<file path="src/rtl/bit_scan_scheduler.sv">
// bit_scan_scheduler: captures a bit mask and issues the index of each set
// bit, lowest first, over a valid/ready handshake. One position per cycle
// when the consumer is always ready; abort drops the remaining positions.
module bit_scan_scheduler #(
    parameter int N  = 10,
    parameter int W  = $clog2(N),
    parameter int CW = $clog2(N + 1)
) (
    input  logic          clk,
    input  logic          rst_n,
    input  logic          start,
    input  logic [N-1:0]  mask_in,
    input  logic          abort,
    input  logic          pos_ready,
    output logic          pos_valid,
    output logic [W-1:0]  pos_out,
    output logic          pos_last,
    output logic          busy,
    output logic          done,
    output logic [CW-1:0] count_out
);

    typedef enum logic [1:0] {
        IDLE = 2'd0,
        SCAN = 2'd1,
        DONE = 2'd2
    } state_t;

    localparam logic [N-1:0] ONE = {{(N-1){1'b0}}, 1'b1};

    state_t        state_q, state_d;
    logic [N-1:0]  pending_q, pending_d;
    logic [CW-1:0] count_q, count_d;

    logic [N-1:0]  pend_m1;
    logic [N-1:0]  pend_iso;
    logic [N-1:0]  pend_rest;
    logic [W-1:0]  pos_enc;
    logic          hs;

    // Isolate the lowest pending bit; the remainder is what is left after it is issued.
    always_comb begin
        pend_m1   = pending_q - ONE;
        pend_iso  = pending_q & ~pend_m1;
        pend_rest = pending_q & pend_m1;
    end

    // One-hot to binary encode of the isolated bit (zero when nothing pending).
    always_comb begin
        pos_enc = '0;
        for (int i = 0; i < N; i++) begin
            if (pend_iso[i]) pos_enc = pos_enc | W'(i);
        end
    end

    assign pos_out   = pos_enc;
    assign pos_valid = (state_q == SCAN) & ~abort;
    assign pos_last  = (state_q == SCAN) & (pend_rest == '0);
    assign busy      = (state_q != IDLE);
    assign done      = (state_q == DONE);
    assign count_out = count_q;
    assign hs        = pos_valid & pos_ready;

    // Next-state: load on start in IDLE, retire one bit per handshake, abort drops everything.
    always_comb begin
        state_d   = state_q;
        pending_d = pending_q;
        count_d   = count_q;
        unique case (state_q)
            IDLE: begin
                if (start) begin
                    pending_d = mask_in;
                    count_d   = '0;
                    state_d   = (mask_in != '0) ? SCAN : DONE;
                end
            end
            SCAN: begin
                if (abort) begin
                    pending_d = '0;
                    state_d   = IDLE;
                end else if (hs) begin
                    pending_d = pend_rest;
                    count_d   = count_q + CW'(1);
                    if (pos_last) state_d = DONE;
                end
            end
            DONE:    state_d = IDLE;
            default: state_d = IDLE;
        endcase
    end

    // State registers with asynchronous clear.
    always_ff @(posedge clk or negedge rst_n) begin
        if (!rst_n) begin
            state_q   <= IDLE;
            pending_q <= '0;
            count_q   <= '0;
        end else begin
            state_q   <= state_d;
            pending_q <= pending_d;
            count_q   <= count_d;
        end
    end

endmodule
</file>
<file path="config.mk">
export PLATFORM = sky130hd
export DESIGN_NAME = bit_scan_scheduler
export DESIGN_NICKNAME = d
export VERILOG_FILES = /design/src/rtl/bit_scan_scheduler.sv
export SDC_FILE = /design/constraint.sdc
export NUM_CORES = 1
export LEC_CHECK = 0
export CAP_MARGIN = 20
export CORE_MARGIN = 2
export CORE_UTILIZATION = 50
export DETAILED_ROUTE_END_ITERATION = 10
export PLACE_DENSITY_LB_ADDON = 0.3
export SLEW_MARGIN = 20
export SYNTH_ARGS = -nofsm -noshare
export SYNTH_HDL_FRONTEND = slang
export SYNTH_SLANG_ARGS = --single-unit
</file>
<file path="constraint.sdc">
create_clock -name clk -period 3.2 [get_ports clk]
set_input_delay 0.48 -clock clk [delete_from_list [all_inputs] [get_ports clk]]
set_output_delay 0.48 -clock clk [all_outputs]
set_load 0.01 [all_outputs]
</file>
Yosys cells after proc, flatten, opt, wreduce, memory -nomap -nowiden
Cells that the tools add are included.
Word-level totals
  bits of input ports: 15
  word-level logic and storage cells: 50
  flip-flop bits (word level): 16
  output and inout bits: 12
Operators by class
  reductions and logical operators: 8
  add/sub/neg operators: 2
  muxes and demuxes: 23
  bitwise gates (word level): 7
  eq/ne operators: 7
Operators by type and width (count)
  10-bit 2-to-1 mux: 3
  10-bit AND: 2
  4-bit 2-to-1 mux: 5
  10-bit case mux with 2 select lines: 1
  2-bit 2-to-1 mux: 7
  3-bit 2-to-1 mux: 4
  10-bit logical NOT: 1
  10-bit inverter: 1
  10-bit nonzero test: 1
  10-bit by 1-bit subtractor with 10-bit output, second input constant: 1
  4-bit case mux with 2 select lines: 1
  2-bit inequality test, second input constant: 3
  3-bit inequality test, second input constant: 2
  3-bit AND reduction: 2
  4-bit by 1-bit adder with 4-bit output, second input constant: 1
  2-bit case mux with 2 select lines: 1
  4-bit AND reduction: 1
  2-bit nonzero test: 2
  1-bit AND: 3
  2-bit by 1-bit == test with 1-bit output, second input constant: 1
  2-bit == test, second input constant: 1
  2-bit logical NOT: 1
  1-bit 2-to-1 mux: 1
  1-bit inverter: 1

Longest topological paths before layout
Gate-level depths: netlist of the first run.
  depth in word-level cells: 12
  mapped depth: 8

Least setup slack after synthesis of the first run
OpenSTA, ideal clock, no wires.
  path kind: register -> output
  start: reg pending_q[5]
  end: out pos_last
  data arrival time: 1.755 ns
  buffers on the path: 1
  cell stages (with the launch flop): 7
  required time: 2.720 ns
  slack: 0.965 ns
  path through: dfrtp_1 > buf_6 > or4_1 > maj3_2 > nor2_1 > o32ai_1 > nor3_1
On the way
  cells in the longest elaborated chain, start to end: 4
Ends and longest elaborated chain
  from (decl): RTL line 32  | logic [N-1:0] pending_q, pending_d;
  from (signal assigned): RTL line 100  | pending_q <= pending_d;
  10-bit by 1-bit subtractor with 10-bit output: RTL line 43  | pend_m1 = pending_q - ONE;
  10-bit AND (*): RTL line 45  | pend_rest = pending_q & pend_m1;
  10-bit logical NOT (*): RTL line 58  | assign pos_last = (state_q == SCAN) & (pend_rest == '0);
  1-bit AND (*): RTL line 58
  to (decl): RTL line 17  | output logic pos_last,
Mark *: on every way between the ends. The rest lies on a longest branch, timed or not.

Final worst setup path of the first run
  start: reg pending_q[6]
  end: out pos_last
The elaborated chain is that of the path after synthesis.

==> qor.yml, run 1 <==
period_needed_ns: 2.71
hpwl_um: 1890
finalPower_mw: 1.17
worstHoldStart: "count_out[3]"
final_cells: 161
coreArea_um2: 1760
reg2reg_depth: 5
die_h_um: 47.7
hold_depth: 2
critPathRequiredTime_ns: 2.72
clock_latency_ns: 0.28
period_share_pct: 84.6
syn_area_per_cell_um2: 8.77
drive_gt1_share_pct: 11.0
grt.overflow.total: 0
gp_congestion: 0.956
cts_root_buf: "clkbuf_4"
htree_num_levels: 1
synth-async-reset-ratio_pct: 100
yosysMostFrequentCell: "dfrtp_1"
setup_violations: 0
p_leak_nw: 0.540
grt_pass1_vias: 884
synth-edff-count: 0
syn_nets: 125
r2r_start: "pending_q[6]"
area_delta_synth_final_pct: 32.9
portBuffers: 26
ys_types: 34
p_per_area_nw_per_um2: 921
grt_pass1_wl_um: 4080
clockBufferDepth: 2
die_x_um: 47.7
cts_buffers: 3
multi_input_area_um2: 497
vias: 954
dr.pass1.iters: 5
crit_start: "pending_q[6]"
skew_ns: 0.00131
path_class: "reg -> out"
yosys_warnings: 0
wl_per_cell_um: 15.7
clock-sinks: 16
critPathMaxStageDelay_ns: 0.56
drt_iter0_markers: 47
yosys-top-cells-count: "16 x dfrtp_1, 13 x o21ai_0, 12 x nor2_1"
worst_ep_arrival_time_ns: 2.23
holdWs_ns: 0.570
nets: 153
nFillCells: 148
path_clk_slew_ns: 0.10
register_area_um2: 404
worstSetupStartpointType: "flop"
vdd_drop_max_mv: 0.546
status: "finished clean"
crit_fanout: 8
yosys_most_used_dff: "dfrtp_1"
drv_cap: 0
rsz0062_at_grt: "false"
vias_per_cell: 5.93
tritoncts: "done"
finalSetupTns_ns: 0
synth_area_leaders: "dfrtp_1 42%, a22o_1 8.2%, o21ai_0 6.8%, nor2_1 4.7%, nor3_1 3.7%"
die-area_um2: 2280
grt_max_degree: 17
dp.cells: 157
ant_nets: 0
slew_headroom_pct: 50.6
final-hold-violation-count: 0
timing.fmax_ghz: 0.369
synth_seq_cells: 16
hold_path_class: "reg -> reg"
synth-seq-area-share_pct: 41.9
slew_viol_final: 0
route.detailed.drc: 0
cpMaxStageDelayCell: "or4_1"
grt.total_usage_pct: 25.9
syn_inst: 109
yosys.area.top_type_share_pct: 41.9
cp-end-kind: "output pin"
routed_wl_um: 2530
yosys.area.top_type: "dfrtp_1"
netlist_area_um2: 956
std_cell_rows: 15
grt_antenna_before_repair: 0
ios: 27
start_util_pct: 54.2
diodes: 0
cp_cell_sequence: "or4_1 -> maj3_2 -> nor2_1 -> o32ai_1 -> nor3_1 -> dlymetal6s2s_1"
worstMarginPinSlew_ns: 0.739
==> final cells by class <==
type                    count  area share, %
inverters                   5           1.87
clock buffers               4           2.86
flip-flops and latches     16           31.8
well taps                  25           2.46
multi-input cells          83           39.1
repair buffers             28           21.9
==> state kept, by name, indices dropped and copies added, names as in the netlist <==
| signal | count |
|---|---|
| count_out | 4 |
| pending_q | 10 |
| state_q | 2 |
==> logic make-up after synthesis <==
group | synth area share (%)
adders and majority gates | 2.49
DFF | 41.9
buffers and inverters | 6.15
AOI/OAI and AO/OA | 25.0
and+or+nand+nor | 23.6
xor gates and xnor gates | 0.916
==> per-layer routing <==
metal  routed length (µm)  GRT usage [%]  up-vias  share of wire (%)
met4                   26           9.19        0                1.0
met2                 1240           40.8       36                 49
met5                    0              0        -                  0
met1                 1120           36.5      456                 44
li1                     -              -      458                  -
met3                  136           3.77        4                5.4
==> what timing repair did <==
| item | 4_1_cts | 5_1_grt |
|---|---|---|
| endpoints found under the hold margin | 0 | 0 |
| resized for setup | 0 | 4 |
| setup buffers | 0 | 0 |
| hold buffers | 0 | 0 |
| setup endpoints to repair | 0 | 1 |
==> critical path: cells and delay by family, from the launching register on <==
kind | cells | cell delay (ns)
adder cells (fa/ha/maj) | 1 | 0.32
AND/OR/NAND/NOR | 3 | 0.85
AO/OA/AOI/OAI | 1 | 0.13
flip-flops | 1 | 0.46
buffers and inverters | 1 | 0.18
==> power breakdown <==
| group | internal, mW | switching, mW |
|---|---|---|
| sequential | 0.280 | 0.121 |
| clock | 0.0692 | 0.0643 |
| combinational | 0.318 | 0.317 |
| total | 0.668 | 0.502 |
==> stage by stage <==
step	worst slack (ns)	utilization (%)	area (µm²)
floorplan	0.965	-	956
global placement	0.514	69.6	1230
detailed placement	0.473	69.6	1230
CTS	0.149	71.6	1260
global route	0.288	72.0	1270
finish	0.492	72.0	1270
==> cells in the final DEF, fill, tap and decap left out, types with 3 or more instances in the layout <==
master           instances
a21oi_1                  3
a22o_1                   9
clkbuf_4                 3
clkdlybuf4s50_1         25
dfrtp_1                 13
dfrtp_2                  3
inv_1                    3
nand2_1                  8
nand3_1                  5
nor2_1                  12
nor3_1                   7
nor4_1                   5
o21ai_0                 13
==> worst paths after layout <==
| kind | endpoint | slack (ns) |
|---|---|---|
| hold / removal | count_out[3] | 0.57 |
| hold reg to reg | count_out[3] | 0.57 |
| setup reg to reg | state_q[1] | 1.33 |
| max in group asynchronous | pending_q[4] | 2.07 |
| setup / recovery | pos_last | 0.49 |
| min in group asynchronous | pending_q[7] | 0.63 |
Note: power is estimated with default switching activity, not from simulation.
==> inputs of run 2 (changes only) <==
CORE_UTILIZATION = 42   (was 50)
clock period = 2.2 ns   (was 3.2 ns; I/O delays follow)
==> qor.yml, run 2 (synthesis results as in run 1) <==
status: "complete, but fails checks"
violations: "negative setup slack"
dpl_cell_area_um2: 1330
die_x_um: 51.7
route.detailed.drc: 0
p_per_area_nw_per_um2: 1390
reg2reg_depth: 6
std_cell_rows: 17
tritoncts: "done"
die-area_um2: 2670
vias: 1004
ant_nets: 0
crit_fanout: 3
htree_num_levels: 1
period_needed_ns: 2.34
vdd_drop_max_mv: 0.782
routed_wl_um: 2750
cts_root_buf: "clkbuf_4"
setup_violations: 1
hpwl_um: 1960
start_util_pct: 43.6
worstSetupStartpointType: "flop"
drive_gt1_share_pct: 25.5
slew_headroom_pct: 48.4
nets: 167
wl_per_cell_um: 15.5
cp-end-kind: "output pin"
hold_path_class: "in -> async"
final-hold-violation-count: 0
period_share_pct: 106
slew_viol_final: 0
layout_commonest_cell: "clkdlybuf4s50_1"
rsz0062_at_grt: "true"
worst_ep_arrival_time_ns: 2.01
diodes: 0
clock_latency_ns: 0.28
grt_antenna_before_repair: 0
grt_pass1_vias: 983
fin_ws_ns: -0.135
multi_input_area_um2: 573
area_delta_synth_final_pct: 49.2
cts_buffers: 3
ios: 27
clockBufferDepth: 2
die_h_um: 51.7
nFillCells: 184
p_leak_nw: 0.605
drv_cap: 0
path_clk_slew_ns: 0.09
vias_per_cell: 5.67
path_class: "reg -> out"
timing.fmax_ghz: 0.428
grt.total_usage_pct: 22.5
final_cell_mix: "23 x clkdlybuf4s50_1, 16 x buf_4, 14 x dfrtp_1, 13 x o21ai_0, 10 x nor2_1"
drt_iter0_markers: 30
portBuffers: 26
clock-sinks: 16
grt_max_degree: 17
dr.pass1.iters: 4
coreArea_um2: 2190
regMostFlops: "pending_q"
critPathRequiredTime_ns: 1.87
skew_ns: 0.00333
largest_reg_flops: 10
cts_hold_buffers: 0
grt.overflow.total: 0
worstMarginPinSlew_ns: 0.772
grt_pass1_wl_um: 4440
final_area_um2: 1430
finalPower_mw: 1.99
register_area_um2: 403
gp_congestion: 0.825
[run 2: changes by cell type in the layout (fill, tap and decap cells not counted), moves of 2 or more]
cell / before / now
buf_4: 2 / 16
clkdlybuf4s50_1: 25 / 23
nor2_1: 12 / 10
nor4_1: 5 / 3
nor4_4: 0 / 2
[run 2: final timing paths]
| check | startpoint | to | slack (ns) |
|---|---|---|---|
| worst max-delay path | pending_q[6] | pos_last | -0.14 |
| worst min-delay path | rst_n | pending_q[5] | 0.50 |
| worst max register to register | state_q[1] | count_out[3] | 0.46 |
| worst min register to register | state_q[1] | state_q[0] | 0.56 |
| max in group asynchronous | rst_n | state_q[0] | 1.17 |
| min in group clk | state_q[1] | state_q[0] | 0.56 |
[run 2: layout make-up]
class / instances / area share (%)
clock buffers: 3 / 1.58
flip-flops and latches: 16 / 28.2
well taps: 28 / 2.46
repair buffers: 42 / 25.9
multi-input cells: 83 / 40.2
inverters: 5 / 1.67
[run 2: where the power goes]
part | leakage [nW] | total [mW] | switching (mW) | internal (mW)
logic | 0.387 | 1.34 | 0.683 | 0.655
registers | 0.204 | 0.499 | 0.0940 | 0.405
clock network | 0.0138 | 0.152 | 0.0888 | 0.0634
total | 0.605 | 1.99 | 0.866 | 1.12
[run 2: timing repair]
action | 4_1_cts | 5_1_grt
pin swaps | 1 | 2
resized for setup | 10 | 14
buffers inserted | 0 | 1
endpoints found under the hold margin | 0 | 0
setup endpoints to repair | 3 | 3
[run 2: worst max-delay path: stages (launching register included)]
cell and delay (ns):
dfrtp_1 0.38, or4_4 0.53, maj3_2 0.33, nor2_4 0.11
o32ai_4 0.10, nor3_2 0.12, buf_2 0.15
[run 2: per-stage QoR]
| step | setup WS, ns | std cells | TNS [ns] | util, % | hold slack [ns] |
|---|---|---|---|---|---|
| finish | -0.135 | 177 | -0.135 | 65.1 | 0.496 |
| global route | -0.222 | 177 | -0.244 | 65.1 | 0.554 |
| CTS | -0.234 | 176 | -0.234 | 62.7 | 0.520 |
| detailed placement | -0.289 | 173 | -0.289 | 60.7 | 0.553 |
| global placement | -0.270 | 173 | -0.270 | 60.7 | 0.537 |
| floorplan | 0.115 | 109 | 0 | - | 0.0344 |
[run 2: per-layer routing]
layer,global-route usage (%),share of wire [%],routed length [µm],vias to the layer above
li1,-,-,-,487
met1,30.8,44,1220,476
met2,36.8,49,1350,39
met3,3.74,6.2,169,2
met4,6.14,0.51,14,0
met5,0,0,0,-
==> inputs of run 3 (changes only) <==
CORE_MARGIN = 1.5   (was 2)
==> qor.yml, run 3 (synthesis results as in run 1) <==
status: "complete, but fails checks"
violations: "negative setup slack"
start_util_pct: 44.1
ant_nets: 0
period_needed_ns: 2.38
layout_commonest_cell: "clkdlybuf4s50_1"
vias: 1019
cpMaxStageDelayCell: "or4_4"
die_x_um: 50.7
die_h_um: 50.7
drive_gt1_share_pct: 27.5
path_clk_slew_ns: 0.10
r2r_end: "state_q[1]"
wl_per_cell_um: 14.9
coreArea_um2: 2170
fin_util_pct: 66.4
nets: 170
critPathRequiredTime_ns: 1.87
crit_start: "pending_q[4]"
clock_latency_ns: 0.30
critPathMaxStageDelay_ns: 0.53
final-hold-violation-count: 0
diodes: 0
grt_pass1_wl_um: 4640
drv_cap: 0
skew_ns: 0.00745
grt.total_usage_pct: 24.1
fin_ws_ns: -0.184
worstSetupStartpointType: "flop"
hpwl_um: 1960
worst_ep_arrival_time_ns: 2.05
rsz0062_at_grt: "true"
portBuffers: 26
r2r_slack_ns: 0.34
gp_congestion: 0.857
std_cell_rows: 17
grt_antenna_before_repair: 0
cts_root_buf: "clkbuf_4"
tritoncts: "done"
cts_buffers: 3
worstMarginPinSlew_ns: 0.748
vias_per_cell: 5.63
reg2reg_depth: 6
final_cell_mix: "21 x clkdlybuf4s50_1, 19 x buf_4, 15 x dfrtp_1, 13 x o21ai_0, 9 x a22o_1"
period_share_pct: 108
vdd_drop_max_mv: 0.901
critPathCapture: "pos_last"
route.detailed.drc: 0
p_leak_nw: 0.647
dp.cells: 174
grt_pass1_vias: 1012
hold_path_class: "in -> async"
finalPower_mw: 2.01
clockBufferDepth: 2
crit_fanout: 2
slew_headroom_pct: 50.0
grt.overflow.total: 0
htree_num_levels: 1
dr.pass1.iters: 4
slew_viol_final: 0
p_per_area_nw_per_um2: 1400
drt_iter0_markers: 25
r2r_start: "pending_q[4]"
ios: 27
cp-end-kind: "output pin"
largest_reg_flops: 10
cp_cell_sequence: "or4_4 -> maj3_2 -> nor2_2 -> o32ai_2 -> nor3_1 -> buf_2"
regMostFlops: "pending_q"
final_cells: 181
grt_max_degree: 17
setup_violations: 1
routed_wl_um: 2710
area_delta_synth_final_pct: 50.7
cts_hold_buffers: 0
path_class: "reg -> out"
timing.fmax_ghz: 0.420
clock-sinks: 16
die-area_um2: 2570
run 3: cell types whose count changed in the layout (fill, tap and decap cells not counted), sizes merged:
cell,before,now
buf,17,21
clkbuf,4,5
clkdlybuf4s50,23,21
dlygate4sd2,1,0
dlymetal6s2s,0,2
run 3: final cells by class:
type                       count  area (µm²)
fill                         196         729
multi-input combinational     83         551
sequential                    16         402
timing repair buffer          45         393
clock buffer                   4        36.3
tap                           28        35.0
inverter                       5        23.8
run 3: critical path, delay by kind of cell, from the launching register on:
family | cells | cell delay (ns)
AOI/OAI and AO/OA | 1 | 0.09
adders and majority gates | 1 | 0.31
buffers and inverters | 1 | 0.15
DFF | 1 | 0.39
and+or+nand+nor | 3 | 0.80
run 3: worst min-delay path by stage:
| stage | startpoint | end | slack (ns) |
|---|---|---|---|
| global placement | count_out[3] | count_out[3] | 0.54 |
| CTS | rst_n | state_q[0] | 0.48 |
| detailed placement | count_out[0] | count_out[0] | 0.55 |
| global route | rst_n | state_q[0] | 0.52 |
| floorplan | rst_n | count_out[0] | 0.03 |
| finish | rst_n | state_q[0] | 0.46 |
run 3: power by group:
part	switching (mW)	internal [mW]	total, mW
combinational	0.645	0.658	1.30
sequential	0.0993	0.403	0.502
clock	0.104	0.101	0.205
total	0.849	1.16	2.01
run 3: metrics by stage:
stage	setup TNS, ns	setup WS, ns	hold WS (ns)	cell area, µm²
3_3_place_gp	-0.237	-0.237	0.541	1340
5_1_grt	-0.332	-0.285	0.519	1440
2_1_floorplan	0	0.115	0.0344	956
6_report	-0.184	-0.184	0.459	1440
4_1_cts	-0.237	-0.237	0.484	1410
3_5_place_dp	-0.272	-0.272	0.549	1340
run 3: routing by layer:
layer / global-route usage [%] / wire [µm] / vias to the layer above
met2: 36.6 / 1290 / 28
li1: - / - / 496
met5: 0 / 0 / -
met4: 8.56 / 21 / 0
met1: 33.8 / 1250 / 491
met3: 4.76 / 142 / 4
run 3: what timing repair did:
action                     4_1_cts  5_1_grt
setup buffers                    1        2
pin swaps                        1        6
setup endpoints to repair        4        6
gates resized for setup         11       14
